**config.mk**
```make
export PLATFORM = sky130hd
export DESIGN_NAME = demux_router_3way
export DESIGN_NICKNAME = d
export VERILOG_FILES = /design/src/rtl/demux_router_3way_pkg.sv /design/src/rtl/demux_router_3way_out_slot.sv /design/src/rtl/demux_router_3way.sv
export SDC_FILE = /design/constraint.sdc
export NUM_CORES = 1
export LEC_CHECK = 0
export ABC_AREA = 1
export BUFFER_PORTS_ARGS = -buffer_cell sky130_fd_sc_hd__buf_2
export CORE_ASPECT_RATIO = 1.5
export CORE_MARGIN = 4
export CORE_UTILIZATION = 55
export CTS_CLUSTER_DIAMETER = 200
export DETAILED_ROUTE_END_ITERATION = 6
export PLACE_DENSITY_LB_ADDON = 0.25
export SLEW_MARGIN = 30
export SYNTH_ARGS = -nofsm -noshare
export SYNTH_HDL_FRONTEND = slang
export SYNTH_HIERARCHICAL = 1
export SYNTH_SLANG_ARGS = --single-unit
```
**constraint.sdc**
```tcl
create_clock -name clk -period 4.6 [get_ports clk]
set_input_delay 0.46 -clock clk [delete_from_list [all_inputs] [get_ports clk]]
set_output_delay 0.46 -clock clk [all_outputs]
set_load 0.05 [all_outputs]
```
**src/rtl/demux_router_3way_pkg.sv**
```systemverilog
// demux_router_3way_pkg: shared widths, destination count, select encodings and slot state type
package demux_router_3way_pkg;
  localparam int DATA_W = 32;
  localparam int CNT_W = 16;
  localparam int NUM_DEST = 3;
  localparam logic [1:0] SEL_D0 = 2'b00;
  localparam logic [1:0] SEL_D1 = 2'b01;
  localparam logic [1:0] SEL_D2 = 2'b10;
  typedef enum logic {SLOT_EMPTY, SLOT_FULL} slot_state_e;
  function automatic logic [1:0] sel_to_dest(input logic [1:0] sel);
    return sel == SEL_D1 ? 2'd1 : sel == SEL_D2 ? 2'd2 : 2'd0;
  endfunction
endpackage

```
**src/rtl/demux_router_3way_out_slot.sv**
```systemverilog
// demux_out_slot: one-entry output slot (acc_i/data_i in, valid_o/data_o/ready_i out, can_take_o, cnt_o accept count)
module demux_out_slot #(
  parameter int DATA_W = demux_router_3way_pkg::DATA_W,
  parameter int CNT_W = demux_router_3way_pkg::CNT_W
) (
  input  logic              clk,
  input  logic              rst_n,
  input  logic              acc_i,
  input  logic [DATA_W-1:0] data_i,
  input  logic              ready_i,
  output logic              can_take_o,
  output logic              valid_o,
  output logic [DATA_W-1:0] data_o,
  output logic [CNT_W-1:0]  cnt_o
);
  import demux_router_3way_pkg::*;
  slot_state_e state_q, state_d;
  logic [DATA_W-1:0] data_q, data_d;
  logic [CNT_W-1:0] cnt_q, cnt_d;
  always_ff @(posedge clk or negedge rst_n)
    if (!rst_n) begin
      state_q <= SLOT_EMPTY;
      data_q <= '0;
      cnt_q <= '0;
    end else begin
      state_q <= state_d;
      data_q <= data_d;
      cnt_q <= cnt_d;
    end
  always_comb begin
    state_d = acc_i ? SLOT_FULL : (state_q == SLOT_FULL && ready_i) ? SLOT_EMPTY : state_q;
    data_d = acc_i ? data_i : data_q;
    cnt_d = cnt_q + CNT_W'(acc_i);
  end
  assign valid_o = state_q == SLOT_FULL;
  assign can_take_o = !valid_o || ready_i;
  assign data_o = data_q;
  assign cnt_o = cnt_q;
endmodule

```
**src/rtl/demux_router_3way.sv**
```systemverilog
// demux_router_3way: routes in_valid/in_ready/in_data by in_sel to three one-entry slots out0..2 (valid/ready/data) with per-destination counters cnt0..2
module demux_router_3way #(
  parameter int DATA_W = demux_router_3way_pkg::DATA_W,
  parameter int CNT_W = demux_router_3way_pkg::CNT_W
) (
  input  logic              clk,
  input  logic              rst_n,
  input  logic              in_valid,
  output logic              in_ready,
  input  logic [DATA_W-1:0] in_data,
  input  logic [1:0]        in_sel,
  output logic              out0_valid,
  input  logic              out0_ready,
  output logic [DATA_W-1:0] out0_data,
  output logic              out1_valid,
  input  logic              out1_ready,
  output logic [DATA_W-1:0] out1_data,
  output logic              out2_valid,
  input  logic              out2_ready,
  output logic [DATA_W-1:0] out2_data,
  output logic [CNT_W-1:0]  cnt0,
  output logic [CNT_W-1:0]  cnt1,
  output logic [CNT_W-1:0]  cnt2
);
  import demux_router_3way_pkg::*;
  logic [1:0] dest;
  logic acc;
  logic [NUM_DEST-1:0] rdy, vld, take;
  logic [DATA_W-1:0] dat [NUM_DEST];
  logic [CNT_W-1:0] cnt [NUM_DEST];
  assign dest = sel_to_dest(in_sel);
  assign rdy = {out2_ready, out1_ready, out0_ready};
  // gated by rst_n so the source sees no ready while the slots are held in reset
  assign in_ready = rst_n && take[dest];
  assign acc = in_valid && in_ready;
  for (genvar k = 0; k < NUM_DEST; k++) begin : g_slot
    demux_out_slot #(.DATA_W(DATA_W), .CNT_W(CNT_W)) u_slot (
      .clk(clk),
      .rst_n(rst_n),
      .acc_i(acc && dest == 2'(k)),
      .data_i(in_data),
      .ready_i(rdy[k]),
      .can_take_o(take[k]),
      .valid_o(vld[k]),
      .data_o(dat[k]),
      .cnt_o(cnt[k])
    );
  end
  assign {out2_valid, out1_valid, out0_valid} = vld;
  assign out0_data = dat[0];
  assign out1_data = dat[1];
  assign out2_data = dat[2];
  assign cnt0 = cnt[0];
  assign cnt1 = cnt[1];
  assign cnt2 = cnt[2];
endmodule
```
==> results.yml <==
sta:
  fin_worst_skew_ns: 0.00844
  rsz0062_at_grt: "no"
  fin_crit_sh_pct: 61.7
  slew_headroom_pct: 39.6
  final-hold-violation-count: 0
  worst_slew_pin_slew_ns: 0.905
  fmax_mhz: 353
  fin_crit_ns: 2.84
  finalMaxSlewViolations: 0
  tns_ns: 0
  setup-violations-final: 0
logic_synthesis:
  yosysTopAreaCell: "dfrtp_1"
  synth_seq_cells: 147
  yosysMostFrequentCell: "nand2_1"
  synth_area_sq_um: 6260
  avgSynthCellArea_sq_um: 8.83
  synthArstFlopShare_pct: 100
  synthTopCellsByArea: "dfrtp_1 (59%), nand2_1 (22%), ha_1 (2.4%)"
  netlist_instances: 709
  synth.distinct_cells: 20
  ys_warn_count: 6
  synth_nets: 761
  synth_edf_count: 0
  ys_seq_area_share_pct: 58.8
  synth_flop_cell: "dfrtp_1"
  yosys.area.top_type_share_pct: 58.8
  ys_top_cells_by_count: "nand2_1 (366), dfrtp_1 (147), inv_1 (39)"
clock_tree:
  clock-root-buffer: "clkbuf_16"
  htreeDepth: 4
  hold_buffers: 0
  clock_latency_ns: 0.41
  clkSinkCount: 147
  tritoncts: "built"
  numCtsBuffers: 17
  post_cts_buffers: 0
  cts_resized: 0
  cts_buffer_depth: 2
  path_clk_slew_ns: 0.06
critical_path:
  critPathSlowestCell: "nor2_2"
  required_ns: 4.90
  crit_path_max_fanout: 18
  start_kind: "flip-flop"
  path_class: "reg2reg"
  crit_chain: "nand2_1 -> inv_1 -> a21oi_1 -> nand4_1 -> nor2_2 -> ha_1 -> ha_1 -> nand3_2 -> nor2_2 -> nand3_1 -> nand2_1 -> nand2_1"
  path_common_cell: "nand2_1"
  critPathMaxStageDelay_ns: 0.73
  cp.arrival_ns: 3.14
  critPathBufInv: 1
  critical_path.endpoint_type: "flip-flop"
  cpLargestDelayFamily: "simple AND/OR/NAND/NOR gates"
power_and_ir_drop:
  vdd_drop_max_mv: 0.359
  totalPowerFinal_uw: 4500
  p_leak_uw: 0.00452
  p_per_area_nw_per_um2: 566
drt:
  wire_per_inst_um: 15.4
  drtIter0Drc: 267
  finalWirelength_mm: 16.3
  detail-route-antenna-nets: 0
  dr.pass1.iters: 5
  vias: 5363
  drc_errors: 0
  avgViaCountPerCell: 5.05
final_layout:
  drive_gt1_share_pct: 29.6
  final_area_sq_um: 7960
  layout.nets: 952
  areaGrowthSynthToFinish_pct: 27.1
grt:
  grt_use_total_pct: 25.7
  grt_pass1_wl_mm: 26.6
  antenna_found_initial: 1
  overflow: 0
  grt_max_degree: 79
  grt_pass1_vias: 5431
hold_path:
  hold_class: "in2async"
placement:
  place.gp.congestion: 0.821
  place_hpwl_mm: 11.5
  portBuffers: 187
  place_area_sq_um: 7330
floorplan:
  die_area_sq_um: 13200
  die_h_um: 139
  ios: 188
  die_w_um: 95.1
  core-area_sq_um: 11100
  initial_core_util_pct: 56.3
  rows: 47
outcome:
  status: "finished clean"
flow_run:
  max_cap_viol_count: 0
[routing by layer]
layer  vias up  global-route usage, %  part of all wire (%)
met1      2586                   30.1                    37
met4         0                   11.2                   2.8
met3        36                   6.62                   7.2
met5         -                      0                     0
li1       2543                      -                     -
met2       198                   43.5                    53
[sequential cells by signal, summed over array words and instances (netlist names)]
register               count
g_slot.u_slot/cnt_o       48
g_slot.u_slot/data_o      96
g_slot.u_slot/valid_o      3
[cells by family after synthesis]
group,count (synthesis),share of synthesized area (%)
adder cells (fa/ha/maj),12,2.40
AO/OA/AOI/OAI,7,0.560
flip-flops,147,58.8
AND/OR/NAND/NOR,456,30.8
XOR/XNOR,24,3.36
buffers and inverters,63,4.08
[cell usage in the layout (no fill, tap or decap)]
cell type   Yosys  final
dfrtp_1       147    147
nor2_2          9     11
buf_6           0      2
buf_4           0      4
nand2_4         3      3
clkbuf_8        0      2
a21oi_1         1      1
nand4_1        14     14
xor2_1         15     15
nor2_1         24     22
clkinvlp_4      0      3
ha_1           12     12
nand2_2        12     12
buf_2          15    186
inv_2           3      6
nand2_1       366    366
o21ai_1         6      6
clkbuf_16       0     17
diode_2         0      1
nor2_4          9      9
and3_2          1      1
bufinv_16       0      2
nand3_2         3      3
inv_6           0      5
inv_1          39     36
clkinv_4        0      1
nand3_1        15     15
buf_12          0      1
clkinv_2        0      2
xnor2_1         9      9
[power breakdown]
part	internal, uW	switching (uW)
clock network	835	545
logic	273	1140
registers	1530	179
[area by class of cell]
type,count,area [sq um]
Antenna cell,1,2.50
Fill cell,870,3160
Clock inverter,13,145
Clock buffer,19,453
Inverter,42,158
Sequential cell,147,3680
Multi-Input combinational cell,499,2330
Tap cell,147,184
Timing Repair Buffer,193,1000
[stage by stage]
stage          std cells  util [%]  hold slack [ns]  setup slack [ns]
5_1_grt             1061      71.6            0.206              1.53
3_3_place_gp        1027      66.0            0.448              1.53
4_1_cts             1059      71.3            0.268              1.76
2_1_floorplan        709         -            0.164              2.51
6_report            1061      71.6            0.148              1.76
3_5_place_dp        1027      66.0            0.453              1.44
[worst paths after layout]
kind	startpoint	end	slack, ns	depth (start not counted)
worst max register to register	g_slot[1].u_slot/valid_o$_DFFE_PN0P_	g_slot[0].u_slot/cnt_o[14]$_DFF_PN0_	1.76	12
min in group clk	in_data[11]	g_slot[0].u_slot/data_o[11]$_DFFE_PN0P_	0.28	3
worst min register to register	g_slot[0].u_slot/data_o[5]$_DFFE_PN0P_	g_slot[0].u_slot/data_o[5]$_DFFE_PN0P_	0.47	2
max in group asynchronous	rst_n	g_slot[0].u_slot/data_o[27]$_DFFE_PN0P_	3.30	4
worst min-delay path	rst_n	g_slot[1].u_slot/cnt_o[9]$_DFF_PN0_	0.15	2
worst max-delay path	g_slot[1].u_slot/valid_o$_DFFE_PN0P_	g_slot[0].u_slot/cnt_o[14]$_DFF_PN0_	1.76	12
Power figures use the tool's default switching activity.
